File: src/rtl/ps2_scancode_receiver.sv
// PS/2 device-to-host receiver: synchronises and deglitches the pins, deframes 11-bit frames
// and emits each good byte as a one-cycle strobe with E0/F0 prefix qualifier flags.
module ps2_scancode_receiver #(
  parameter int unsigned SYNC_STAGES    = 2,
  parameter int unsigned FILTER_LEN     = 4,
  parameter int unsigned TIMEOUT_CYCLES = 50000
) (
  input  logic       clk_in,
  input  logic       reset,
  input  logic       ps2_clock,
  input  logic       ps2_data,
  output logic [7:0] scancode,
  output logic       valid,
  output logic       break_flag,
  output logic       ext_flag,
  output logic       parity_err,
  output logic       frame_err
);

  localparam int unsigned FiltW = (FILTER_LEN > 1) ? $clog2(FILTER_LEN) : 1;
  localparam int unsigned TmoW  = (TIMEOUT_CYCLES > 1) ? $clog2(TIMEOUT_CYCLES) : 1;
  localparam logic [FiltW-1:0] FiltLast = FiltW'(FILTER_LEN - 1);
  localparam logic [TmoW-1:0]  TmoLast  = TmoW'(TIMEOUT_CYCLES - 1);

  typedef enum logic [1:0] {StIdle, StData, StParity, StStop} state_e;

  logic [SYNC_STAGES-1:0] clk_sync_q, clk_sync_d, dat_sync_q, dat_sync_d;
  logic [FiltW-1:0]       filt_cnt_q, filt_cnt_d;
  logic                   filt_q, filt_d, filt_dly_q;
  state_e                 state_q, state_d;
  logic [2:0]             bit_cnt_q, bit_cnt_d;
  logic [7:0]             shift_q, shift_d;
  logic                   par_q, par_d;
  logic [TmoW-1:0]        tmo_cnt_q, tmo_cnt_d, tmo_inc;
  logic                   pend_brk_q, pend_brk_d, pend_ext_q, pend_ext_d;
  logic [7:0]             scancode_q, scancode_d;
  logic                   valid_q, valid_d, brk_q, brk_d, ext_q, ext_d;
  logic                   perr_q, perr_d, ferr_q, ferr_d;
  logic                   clk_s, dat_s, fall;

  assign clk_s = clk_sync_q[SYNC_STAGES-1];
  assign dat_s = dat_sync_q[SYNC_STAGES-1];
  assign fall  = filt_dly_q & ~filt_q;

  always_comb begin
    clk_sync_d = {clk_sync_q[SYNC_STAGES-2:0], ps2_clock};
    dat_sync_d = {dat_sync_q[SYNC_STAGES-2:0], ps2_data};

    // Any sample agreeing with the filtered value restarts the run count.
    filt_d     = filt_q;
    filt_cnt_d = '0;
    if (clk_s != filt_q) begin
      if (filt_cnt_q == FiltLast) filt_d = clk_s;
      else                        filt_cnt_d = filt_cnt_q + 1'b1;
    end

    state_d    = state_q;
    bit_cnt_d  = bit_cnt_q;
    shift_d    = shift_q;
    par_d      = par_q;
    pend_brk_d = pend_brk_q;
    pend_ext_d = pend_ext_q;
    scancode_d = scancode_q;
    brk_d      = brk_q;
    ext_d      = ext_q;
    valid_d    = 1'b0;
    perr_d     = 1'b0;
    ferr_d     = 1'b0;
    tmo_inc    = tmo_cnt_q + TmoW'(1);
    tmo_cnt_d  = (state_q == StIdle || fall) ? '0 : tmo_inc;

    if (state_q != StIdle && !fall && tmo_inc == TmoLast) begin
      state_d    = StIdle;
      ferr_d     = 1'b1;
      pend_brk_d = 1'b0;
      pend_ext_d = 1'b0;
      tmo_cnt_d  = '0;
    end else if (fall) begin
      unique case (state_q)
        StIdle: begin
          if (!dat_s) begin
            state_d   = StData;
            bit_cnt_d = 3'd0;
          end
        end
        StData: begin
          shift_d   = {dat_s, shift_q[7:1]};
          bit_cnt_d = bit_cnt_q + 3'd1;
          if (bit_cnt_q == 3'd7) state_d = StParity;
        end
        StParity: begin
          par_d   = dat_s;
          state_d = StStop;
        end
        StStop: begin
          state_d = StIdle;
          if (dat_s && (^shift_q ^ par_q)) begin
            valid_d    = 1'b1;
            scancode_d = shift_q;
            brk_d      = 1'b0;
            ext_d      = 1'b0;
            if (shift_q == 8'hF0) begin
              pend_brk_d = 1'b1;
            end else if (shift_q == 8'hE0) begin
              pend_ext_d = 1'b1;
            end else begin
              brk_d      = pend_brk_q;
              ext_d      = pend_ext_q;
              pend_brk_d = 1'b0;
              pend_ext_d = 1'b0;
            end
          end else begin
            // Bad stop outranks bad parity.
            perr_d     = dat_s;
            ferr_d     = ~dat_s;
            pend_brk_d = 1'b0;
            pend_ext_d = 1'b0;
          end
        end
        default: state_d = StIdle;
      endcase
    end
  end

  always_ff @(posedge clk_in or posedge reset) begin
    if (reset) begin
      clk_sync_q <= '1;
      dat_sync_q <= '1;
      filt_cnt_q <= '0;
      filt_q     <= 1'b1;
      filt_dly_q <= 1'b1;
      state_q    <= StIdle;
      bit_cnt_q  <= 3'd0;
      shift_q    <= 8'h00;
      par_q      <= 1'b0;
      tmo_cnt_q  <= '0;
      pend_brk_q <= 1'b0;
      pend_ext_q <= 1'b0;
      scancode_q <= 8'h00;
      valid_q    <= 1'b0;
      brk_q      <= 1'b0;
      ext_q      <= 1'b0;
      perr_q     <= 1'b0;
      ferr_q     <= 1'b0;
    end else begin
      clk_sync_q <= clk_sync_d;
      dat_sync_q <= dat_sync_d;
      filt_cnt_q <= filt_cnt_d;
      filt_q     <= filt_d;
      filt_dly_q <= filt_q;
      state_q    <= state_d;
      bit_cnt_q  <= bit_cnt_d;
      shift_q    <= shift_d;
      par_q      <= par_d;
      tmo_cnt_q  <= tmo_cnt_d;
      pend_brk_q <= pend_brk_d;
      pend_ext_q <= pend_ext_d;
      scancode_q <= scancode_d;
      valid_q    <= valid_d;
      brk_q      <= brk_d;
      ext_q      <= ext_d;
      perr_q     <= perr_d;
      ferr_q     <= ferr_d;
    end
  end

  assign scancode   = scancode_q;
  assign valid      = valid_q;
  assign break_flag = brk_q;
  assign ext_flag   = ext_q;
  assign parity_err = perr_q;
  assign frame_err  = ferr_q;

endmodule

File: config.mk
export PLATFORM = sky130hd
export DESIGN_NAME = ps2_scancode_receiver
export DESIGN_NICKNAME = d
export VERILOG_FILES = /design/src/rtl/ps2_scancode_receiver.sv
export SDC_FILE = /design/constraint.sdc
export NUM_CORES = 1
export LEC_CHECK = 0
export CAP_MARGIN = 20
export CORE_ASPECT_RATIO = 2
export CORE_MARGIN = 2
export CORE_UTILIZATION = 55
export DETAILED_ROUTE_END_ITERATION = 6
export PLACE_DENSITY = 0.73
export SLEW_MARGIN = 40
export SYNTH_ARGS = -nofsm -noshare
export SYNTH_HDL_FRONTEND = slang
export SYNTH_SLANG_ARGS = --single-unit
File: constraint.sdc
create_clock -name clk_in -period 5.5 [get_ports clk_in]
set_clock_uncertainty 0.1 [all_clocks]
set_input_delay 0.55 -clock clk_in [delete_from_list [all_inputs] [get_ports clk_in]]
set_output_delay 0.55 -clock clk_in [all_outputs]
set_load 0.01 [all_outputs]
---- Yosys cells after proc, flatten, opt, wreduce, memory -nomap -nowiden ----
Cells that the tools add are included.
storage, ports and cells
  flip-flop bits (word level) ............. 53
  output and inout port bits .............. 13
  logic and storage cells ................. 98
cells by class
  add/subtract/negate cells ............... 3
  eq/ne operators ......................... 14
  muxes and demuxes ....................... 39
  bitwise operators ....................... 5
  reduce and logical (&&, ||, !) cells .... 19
operators with widths
  cell                     number
  $mux W16                 2
  $mux W1                  28
  $add A16 B1 Y16 const B  1
  $eq A16 B16 Y1 const B   1
  $eq A8 B8 Y1 const B     2
  $reduce_and A3 Y1        5
  $mux W2                  6
  $pmux W2 S4              1
  $reduce_and A4 Y1        2
  $reduce_bool A2 Y1       4
  $reduce_xor A8 Y1        1
  $eq A2 B2 Y1 const B     3
  $ne A3 B3 Y1 const B     2
  $pmux W3 S2              1
  $ne A4 B4 Y1 const B     1
  $add A3 B1 Y3 const B    1
  $eq A3 B3 Y1 const B     1
  $logic_and A1 B1 Y1      3
  $mux W3                  1
  $ne A3 B2 Y1 const B     1
  $not A1 Y1               3
  $add A2 B1 Y2 const B    1
  $eq A2 B1 Y1 const B     1
  $logic_not A2 Y1         1
  7 further kinds          7

---- Logic depth before layout (Yosys ltp) ----
  word-level depth ........................ 7
  gate-level depth with buffers ........... 9
  gate-level depth less buffers ........... 8

---- Worst setup path after synthesis ----
OpenSTA, ideal clock, no wires.
  path type ............................... register to register
  start ................................... register shift_q[1]
  end ..................................... register scancode_q[0] (netlist: scancode[0])
  data arrival time ....................... 2.040 ns
  required time ........................... 5.275 ns
  slack ................................... 3.235 ns
  stages on the path, launching flop included .. 9
  path buffers ............................ 1
  period minus slack after synthesis ...... 2.265 ns
  cell sequence ........................... dfrtp_1 inv_1 ha_1 xnor3_1 xnor2_1 nand2_1 nor2_1 buf_2 mux2_2
on the way
  cells in the longest elaborated chain, start to end .. 4
ends and longest elaborated chain
  element                      RTL line  RTL
  start: declaration           32        logic [7:0] shift_q, shift_d;
  start signal: assignment     153       shift_q <= shift_d;
  $reduce_xor A8 Y1            97        if (dat_s && (^shift_q ^ par_q)) begin
  $xor A1 B1 Y1                97
  $logic_and A1 B1 Y1          97
  $reduce_and A4 Y1 (no line)  n/a
  end signal: assignment       158       scancode_q <= scancode_d;
  end: declaration             36        logic [7:0] scancode_q, scancode_d;
No other way between the ends.
A chain may end at the register's enable or synchronous reset.

---- Worst setup path after layout ----
  start ................................... register shift_q[1]
  end ..................................... register scancode_q[6] (netlist: scancode[6])
The elaborated chain is that of the path after synthesis.

==> results.toml <==
[final_layout]
filler_cell_count = 395
mostFrequentLayoutCells = "47 x dfrtp_1, 18 x nand2_1, 16 x clkdlybuf4s50_1"
drive_gt1_share_pct = 15.9
syn2layout_area_growth_pct = 10.9
diodes = 0
final_common_cell = "dfrtp_1"
final_net_count = 269
final_core_util_pct = 63.2
stdcell_area_sq_um = 2910

[placed_design]
io_buffers = 16
gp_congestion = 0.857
postPlaceCellArea_sq_um = 2820
hpwlAfterDp_microns = 3500

[yosys]
synth_ff_type = "dfrtp_1"
yosys.area_share.simple_pct = 18.9
synth-seq-cells = 53
synthArstFlopShare_pct = 100
muxShareOfSynthArea_pct = 5.59
synthXorXnorAreaFrac_pct = 7.55
seq_area_frac_synth_pct = 50.9
synth_area_leaders = "dfrtp_1 45%, ha_1 6.7%, dfstp_2 6.0%"
avgSynthCellArea_sq_um = 11.1
synthCells = 236
synth_cell_types = 40
synth_top_area_share_pct = 44.9
synth_top_family_by_area = "simple AND/OR/NAND/NOR gates"
synth_area_sq_um = 2620
yosysWarnings = 0
synth_edf_count = 0
yosys.area_share.adder_pct = 6.69
synth_largest_area_cell = "dfrtp_1"
synth-compound-area-share_pct = 6.59
synth_nets = 254

[outcome]
status = "completed"

[route]
routed_wl_microns = 4720
wl_per_cell_microns = 15.4
firstDrtPassIters = 4
ant_nets = 0
drt_iter0_drc = 30
drc = 0
num_vias = 1724
viasPerCell = 5.62

[sta]
slew_viol_final = 0
rsz0062_at_grt = "no"
max_freq_mhz = 391
tightestPinTransition_ns = 0.639
setup_tns_ns = 0
finalHoldViolations = 0
slew_headroom_pct = 57.4
min_period_over_period_pct = 46.5
period_minus_slack_ns = 2.56
setup_viol = 0

[clocking]
cts-resized-gates = 0
cts_tree = "built"
cts_setup_buffers = 0
path_clk_slew_ns = 0.10
cts_made_buffers = 5
postCtsHoldBufs = 0
insertion_delay_ns = 0.31
cts_max_level = 2
root_buffer = "clkbuf_8"
cts.path.max_buffers = 2
cts_num_sinks = 53

[power]
powerDensity_nw_per_um2 = 375
cellLeakagePower_nw = 1.31
p_sw_share_pct = 35.1
internal_power_uw = 706
p_seq_share_pct = 48.1
pwr-share-comb_pct = 31.4
p_clk_share_pct = 20.4
power_mw = 1.09
switching_power_uw = 383
ir_drop_mv = 0.204

[die]
die_w_microns = 52.8
rows = 35
boundaryPins = 17
start_util_pct = 57.0
core_sq_um = 4600
die_area_sq_um = 5370
die_y_microns = 102

[setup_path]
critPathRequiredTime_ns = 5.60
arrival_ns = 2.65
start_kind = "register"
crit_type = "register to register"
critPathMaxFanout = 12
critPathCaptureType = "register"

[global_route]
antenna_found_initial = 0
grt_max_degree = 54
grt_pass1_vias = 1827
grt_pass1_wl_microns = 8160
grt-ovfl-total = 0
grt_usage_pct = 20.8

[min_path]
hold_path_class = "register to register"

[run]
cap_violations = 0
[per-stage QoR]
stage                     worst slack [ns]  hold slack (ns)  std cells
after floorplan                       3.24            0.245        236
after detailed placement              2.94            0.248        299
after CTS                             2.92            0.263        307
after global routing                  2.80            0.266        307
after global placement                2.77            0.248        299
final                                 2.94            0.262        307
[power by group through the flow]
stage	combinational, mW	sequential (mW)	clock, mW
final	0.342	0.524	0.223
after global routing	0.393	0.536	0.246
after CTS	0.350	0.525	0.231
after detailed placement	0.350	0.533	0
after global placement	0.336	0.531	0
after floorplan	0.270	0.519	0
[metal layers]
metal / share of wire, % / track usage (%) / vias up / wire length, microns
met3: 2.0 / 3.24 / 14 / 94
li1: - / - / 842 / -
met2: 58 / 38.7 / 24 / 2730
met1: 37 / 21.1 / 844 / 1740
met4: 3.2 / 11.2 / 0 / 153
met5: 0 / 0 / - / 0
[registers in the layout, summed over array words and instances, names as in the netlist, 2 cells and up]
register,count
clk_sync_q,2
shift_q,8
bit_cnt_q,3
tmo_cnt_q,16
state_q,2
filt_cnt_q,2
dat_sync_q,2
scancode,8
[final cells by class]
class | instances | area (sq um) | area share, %
Clock inverter | 3 | 21.3 | 0.732
Sequential cell | 53 | 1330 | 45.9
Clock buffer | 5 | 68.8 | 2.37
Inverter | 16 | 62.6 | 2.15
Tap cell | 55 | 68.8 | 2.37
Timing Repair Buffer | 16 | 160 | 5.51
Multi-Input combinational cell | 159 | 1190 | 41.0
[cells in the mapped netlist, drive strengths merged, types with 2 or more instances]
library cell,count
dfrtp,47
nand2,18
inv,16
nor2,15
ha,14
o21ai,14
mux2,13
nand3,13
nor3,13
xnor2,10
xor2,10
nand4,7
clkbuf,6
dfstp,6
nor4,5
nor2b,4
nor3b,3
a21oi,2
a31oi,2
and3,2
buf,2
[cells by family (layout without fill, tap and decap cells)]
logic type,Yosys count,count (layout)
simple gates,84,84
buf+inv,24,40
flops,53,53
xor+xnor,21,21
mux,13,13
fa+ha+maj,14,14
compound gates,27,27
[worst paths after layout]
| check | depth (start not counted) | endpoint | from | slack, ns |
|---|---|---|---|---|
| min reg2reg | 0 | dat_sync_q[1] | dat_sync_q[0] | 0.26 |
| max | 7 | scancode[6] | shift_q[1] | 2.94 |
| max in group asynchronous | 2 | bit_cnt_q[1] | reset | 4.29 |
| max reg2reg | 7 | scancode[6] | shift_q[1] | 2.94 |
| min in group asynchronous | 2 | shift_q[2] | reset | 0.57 |
| min | 0 | dat_sync_q[1] | dat_sync_q[0] | 0.26 |
[critical path: stages (launching register included)]
cell and delay, ns:
dfrtp_1 0.38, inv_1 0.06, ha_1 0.28, xnor3_1 0.39, xnor2_1 0.19, nand2_1 0.15
nor2_2 0.48, mux2_2 0.40
No activity file was read; power rests on OpenSTA's default activity.
